[src/rtl/writeback_unit.sv]
// Final writeback stage of the dual-pipe SPU: qualifies and registers both
// register-file writes, tracks pending writes in a scoreboard and counts retirements.
module writeback_unit #(
  parameter int unsigned REG_COUNT = 128,
  parameter int unsigned DATA_W    = 128,
  parameter int unsigned ADDR_W    = 7,
  parameter int unsigned CNT_W     = 32
) (
  input  logic              clk,
  input  logic              reset,
  // Pipe 1 final-stage outputs
  input  logic              regWriteEnable_in1,
  input  logic [DATA_W-1:0] result_in1,
  input  logic [ADDR_W-1:0] readRegisterRT_in1,
  input  logic [2:0]        latency_in1,
  // Pipe 2 final-stage outputs
  input  logic              regWriteEnable_in2,
  input  logic [DATA_W-1:0] result_in2,
  input  logic [ADDR_W-1:0] readRegisterRT_in2,
  input  logic [2:0]        latency_in2,
  // Issue-side scoreboard lookup
  input  logic              issue_valid,
  input  logic [ADDR_W-1:0] issue_rt,
  input  logic [ADDR_W-1:0] issue_ra,
  input  logic [ADDR_W-1:0] issue_rb,
  input  logic [ADDR_W-1:0] issue_rc,
  input  logic              issue_rt_we,
  output logic              stall,
  // Register-file write ports
  output logic              wb_we1,
  output logic [ADDR_W-1:0] wb_addr1,
  output logic [DATA_W-1:0] wb_data1,
  output logic              wb_we2,
  output logic [ADDR_W-1:0] wb_addr2,
  output logic [DATA_W-1:0] wb_data2,
  // Status
  output logic              latency_err,
  output logic [CNT_W-1:0]  retire_count
);

  logic                 v1, v2;
  logic                 collision;
  logic                 lat_bad;
  logic                 issue_set;

  logic                 wb_we1_q, wb_we1_d;
  logic                 wb_we2_q, wb_we2_d;
  logic [ADDR_W-1:0]    wb_addr1_q, wb_addr1_d;
  logic [ADDR_W-1:0]    wb_addr2_q, wb_addr2_d;
  logic [DATA_W-1:0]    wb_data1_q, wb_data1_d;
  logic [DATA_W-1:0]    wb_data2_q, wb_data2_d;
  logic [REG_COUNT-1:0] sb_q, sb_d;
  logic                 latency_err_q, latency_err_d;
  logic [CNT_W-1:0]     retire_cnt_q, retire_cnt_d;

  // A write is only legal once the producing pipe reports zero remaining latency.
  assign v1 = regWriteEnable_in1 && (latency_in1 == 3'd0);
  assign v2 = regWriteEnable_in2 && (latency_in2 == 3'd0);

  assign lat_bad = (regWriteEnable_in1 && (latency_in1 != 3'd0)) ||
                   (regWriteEnable_in2 && (latency_in2 != 3'd0));

  // Pipe 2 holds the younger instruction, so it wins a same-register collision.
  assign collision = v1 && v2 && (readRegisterRT_in1 == readRegisterRT_in2);

  // Registered scoreboard only; this cycle's writebacks are not bypassed.
  assign stall = issue_valid &&
                 (sb_q[issue_ra] || sb_q[issue_rb] || sb_q[issue_rc] ||
                  (issue_rt_we && sb_q[issue_rt]));

  assign issue_set = issue_valid && issue_rt_we && !stall;

  always_comb begin
    wb_we1_d   = v1 && !collision;
    wb_we2_d   = v2;
    wb_addr1_d = readRegisterRT_in1;
    wb_addr2_d = readRegisterRT_in2;
    wb_data1_d = result_in1;
    wb_data2_d = result_in2;
  end

  always_comb begin
    sb_d = sb_q;
    if (v1) begin
      sb_d[readRegisterRT_in1] = 1'b0;
    end
    if (v2) begin
      sb_d[readRegisterRT_in2] = 1'b0;
    end
    // Applied after the clears so a same-index set survives.
    if (issue_set) begin
      sb_d[issue_rt] = 1'b1;
    end
  end

  always_comb begin
    latency_err_d = latency_err_q || lat_bad;
    retire_cnt_d  = retire_cnt_q + CNT_W'(v1) + CNT_W'(v2);
  end

  always_ff @(posedge clk) begin
    if (reset) begin
      wb_we1_q      <= 1'b0;
      wb_we2_q      <= 1'b0;
      wb_addr1_q    <= '0;
      wb_addr2_q    <= '0;
      wb_data1_q    <= '0;
      wb_data2_q    <= '0;
      sb_q          <= '0;
      latency_err_q <= 1'b0;
      retire_cnt_q  <= '0;
    end else begin
      wb_we1_q      <= wb_we1_d;
      wb_we2_q      <= wb_we2_d;
      wb_addr1_q    <= wb_addr1_d;
      wb_addr2_q    <= wb_addr2_d;
      wb_data1_q    <= wb_data1_d;
      wb_data2_q    <= wb_data2_d;
      sb_q          <= sb_d;
      latency_err_q <= latency_err_d;
      retire_cnt_q  <= retire_cnt_d;
    end
  end

  assign wb_we1       = wb_we1_q;
  assign wb_we2       = wb_we2_q;
  assign wb_addr1     = wb_addr1_q;
  assign wb_addr2     = wb_addr2_q;
  assign wb_data1     = wb_data1_q;
  assign wb_data2     = wb_data2_q;
  assign latency_err  = latency_err_q;
  assign retire_count = retire_cnt_q;

endmodule

[config.mk]
export PLATFORM = sky130hd
export DESIGN_NAME = writeback_unit
export DESIGN_NICKNAME = d
export VERILOG_FILES = /design/src/rtl/writeback_unit.sv
export SDC_FILE = /design/constraint.sdc
export NUM_CORES = 1
export LEC_CHECK = 0
export ABC_AREA = 0
export BUFFER_PORTS_ARGS = -buffer_cell sky130_fd_sc_hd__buf_4
export CAP_MARGIN = 10
export CELL_PAD_IN_SITES_DETAIL_PLACEMENT = 1
export CELL_PAD_IN_SITES_GLOBAL_PLACEMENT = 1
export CORE_ASPECT_RATIO = 0.7
export CORE_UTILIZATION = 40
export DETAILED_ROUTE_END_ITERATION = 16
export GPL_ROUTABILITY_DRIVEN = 0
export PLACE_DENSITY_LB_ADDON = 0.1
export SYNTH_ARGS = -nofsm -noshare
export SYNTH_HDL_FRONTEND = slang
export SYNTH_SLANG_ARGS = --single-unit
[constraint.sdc]
create_clock -name clk -period 9.15 [get_ports clk]
set_clock_uncertainty 0.2 [all_clocks]
set_input_delay 1.83 -clock clk [delete_from_list [all_inputs] [get_ports clk]]
set_output_delay 1.83 -clock clk [all_outputs]
set_load 0.03 [all_outputs]
==> run summary <==
CRITICAL PATH
-----------------------------------------------------------------------------------------
Crit path DAT                                                                     4.81 ns
WP buf/inv                                                                              3
Required time of the critical path                                                7.12 ns
Endpoint class of the critical path                                           output port
Crit path largest cell delay                                                      0.60 ns
Type of the worst setup path                                                       in2out
Worst-path maximum fanout                                                              44
Crit-path cells                                                              buf_4 -> mux4_2 -> mux4_2 -> nor2_1 -> a31o_1 -> nand2_1 -> a211oi_4 -> inv_2 -> o31a_1 -> buf_4
Nature of the critical path startpoint                                         input port
CP delay by family, top                                                      multiplexers
Max stage delay cell, worst path                                             sky130_fd_sc_hd__mux4_2

SYNTHESIS
-----------------------------------------------------------------------------------------
Count of cell types in the netlist                                                     63
Flip-flop and latch count after synthesis                                             433
Most common flop cell mapped by yosys                                        sky130_fd_sc_hd__dfxtp_1
Proportion of register bits with asynchronous set or reset after synthesis             0%
Yosys warning count                                                                     0
Mean cell area of the mapped netlist                                             9.61 µm²
Post-synth EDFFs                                                                        0
Cell Area, Synth                                                                20500 µm²
Cell count after synthesis                                                           2129
Post-synthesis sequential area ratio                                                42.3%
Nets in the synthesized netlist                                                      2441

FINISH
-----------------------------------------------------------------------------------------
Ratio of cells with drive above 1 in the final layout                               31.1%
Number of nets in the final layout                                                   2935
Most common cell after layout, fill and taps aside                           sky130_fd_sc_hd__buf_4
Most frequent cells in the layout                                            sky130_fd_sc_hd__buf_4 (630), sky130_fd_sc_hd__dfxtp_1 (433), sky130_fd_sc_hd__nor2b_1 (298), sky130_fd_sc_hd__nand3_1 (203), sky130_fd_sc_hd__nor3_1 (133)
Area of all placed cells without fillers                                        26600 µm²
Util after Layout                                                                   53.4%
Non-Filler Instances                                                                 3323
Synthesis-to-finish area growth                                                     30.0%

FLOORPLAN
-----------------------------------------------------------------------------------------
Total Die Area                                                                  52100 µm²
Effective utilization at floorplan                                                  41.1%
Number of placement rows                                                               68
Die Wd                                                                             272 µm
Floorplan die height                                                               191 µm
Num ports                                                                             616
Floorplan Core Area                                                             49900 µm²

CLOCK NETWORK
-----------------------------------------------------------------------------------------
TritonCTS clock tree                                                                  yes
Total of cells resized after clock tree synthesis                                       0
Clk buf depth                                                                           3
CTS sink cnt                                                                          433
Worst-skew pair later-pin latency                                                 0.59 ns
Cts-stage hold buffer count                                                             0
H-tree levels                                                                           2
Total clock buffers created by CTS                                                     44
Clk Tree Root Cell                                                           sky130_fd_sc_hd__clkbuf_16
Clock transition at the registers of the reported paths                           0.06 ns
Number of setup buffers added after CTS                                                 0

PLACE
-----------------------------------------------------------------------------------------
HPWL after detailed placement                                                    64900 µm
Number of port buffers                                                                615
Placed Instance Area                                                            25200 µm²
Number of placed cells counting well taps                                            3242

JOB
-----------------------------------------------------------------------------------------
Maximum Capacitance Violations                                                          0

DRT
-----------------------------------------------------------------------------------------
Iteration-0 DRC Markers                                                              2464
Antenna Violating Nets Remaining                                                        0
DRT Pass-1 Iters                                                                        8
Final WL                                                                         93900 µm
DR WL/cell                                                                        28.3 µm
DRC errors left                                                                         0
Post-detailed-route via-to-cell ratio                                                6.22
Routed via count                                                                    20700

GLOBAL ROUTING
-----------------------------------------------------------------------------------------
Overflow left after global routing                                                      0
Pin count of the biggest net entering global routing                                  188
Global-route wire length before repair                                          134000 µm
Combined global-route utilization of all metal layers                               34.5%
Number of global-route vias before repair                                           20500
Antenna violations before repair                                                        5

STA
-----------------------------------------------------------------------------------------
Unrepaired setup endpoints after global routing                                        no
Total Neg Setup Slack                                                                0 ns
Final period demand of the worst path                                             6.84 ns
Fmax                                                                              146 MHz
Count of final max-slew check failures                                                  0
Total of endpoints with negative setup slack in the final report                        0
Worst slew pin tran                                                               1.44 ns
Count of endpoints failing hold in the final timing report                              0
Final period util                                                                   74.7%
Relative slew margins                                                               3.73%

PWR
-----------------------------------------------------------------------------------------
Worst-case vdd ir drop                                                             131 µV
Leak                                                                              10.3 nW
Power density cells                                                            169 nW/µm²
Total power after layout                                                          4.49 mW

RUN STATUS
-----------------------------------------------------------------------------------------
Result of the run                                                            finished, final reports clean

MIN PATH
-----------------------------------------------------------------------------------------
Worst min path class                                                              reg2reg

[state kept, by name, indices dropped and copies added, names as in the netlist]
name	cells
sb_q	128
wb_data1	128
wb_data2	128
retire_count	32
wb_addr1	7
wb_addr2	7
latency_err	1
wb_we1	1
wb_we2	1
[synth_stat cells, drive strengths merged (3+ instances only)]
| library cell | n | area (µm²) |
|---|---|---|
| o211ai | 6 | 45.0 |
| inv | 13 | 48.8 |
| or3 | 3 | 18.8 |
| nor3b | 45 | 338 |
| nor2b | 298 | 1860 |
| o21ai | 100 | 500 |
| o22ai | 52 | 325 |
| a221oi | 14 | 129 |
| mux2 | 22 | 248 |
| nand2 | 109 | 409 |
| dfxtp | 433 | 8670 |
| and4 | 4 | 35.0 |
| nand4 | 12 | 75.1 |
| xnor2 | 16 | 140 |
| a21oi | 17 | 85.1 |
| nand3 | 203 | 1020 |
| a31oi | 6 | 37.5 |
| a221o | 6 | 60.1 |
| clkinv | 4 | 15.0 |
| and3 | 12 | 75.1 |
| xor2 | 18 | 158 |
| nor3 | 133 | 666 |
| mux2i | 65 | 651 |
| a22o | 4 | 35.0 |
| nand2b | 6 | 37.5 |
| a211oi | 4 | 35.0 |
| nor2 | 64 | 240 |
| a31o | 47 | 412 |
| and2 | 8 | 50.1 |
| clkbuf | 101 | 379 |
| buf | 83 | 532 |
| mux4 | 88 | 1980 |
| o22a | 78 | 683 |
| a22oi | 22 | 165 |
| o2111ai | 5 | 43.8 |
[layout make-up]
class	count	area, µm²
clock buffers	62	1260
repair buffers	632	4760
well taps	665	832
flip-flops and latches	433	8670
clock inverters	17	164
diodes	2	5.00
multi-input cells	1495	10900
fillers	5668	23200
inverters	17	63.8
[per-layer routing]
metal  wire [µm]  share of wire, %  vias to the layer above  GRT usage, %
met5          23             0.024                        -         0.564
met4        3180               3.4                        4          11.6
met3       14600                16                      268          15.1
met2       40300                43                     1500          50.4
met1       35800                38                    10100          45.0
li1            -                 -                     8750             -
[where the power goes]
part	total [mW]	internal (mW)	leakage (nW)	switching [mW]
Sequential	1.97	1.95	3.56	0.0203
Combinational	0.713	0.253	6.08	0.460
Clock	1.81	1.02	0.693	0.790
Total	4.49	3.22	10.3	1.27
[path summary, 6_finish.rpt]
path	start	to	slack, ns	depth (start not counted)
hold / removal	latency_err	latency_err	0.28	1
setup / recovery	issue_rc[1]	stall	2.31	10
hold reg to reg	latency_err	latency_err	0.28	1
setup reg to reg	sb_q[110]	sb_q[42]	5.00	7
[through the flow]
| stage | hold WS, ns | setup slack [ns] |
|---|---|---|
| 2_1_floorplan | 0.262 | 3.02 |
| 3_3_place_gp | 0.264 | 2.47 |
| 3_5_place_dp | 0.273 | 2.39 |
| 4_1_cts | 0.288 | 2.38 |
| 5_1_grt | 0.324 | 2.24 |
| 6_report | 0.281 | 2.31 |
[cell families after synthesis]
| family | count (synthesis) | share of synthesized area, % |
|---|---|---|
| XOR/XNOR | 34 | 1.45 |
| flip-flops | 433 | 42.3 |
| AO/OA/AOI/OAI | 380 | 13.4 |
| adder cells (fa/ha/maj) | 2 | 0.159 |
| multiplexers | 175 | 14.1 |
| AND/OR/NAND/NOR | 904 | 23.8 |
| buffers and inverters | 201 | 4.76 |
Note: power is estimated with default switching activity, not from simulation.
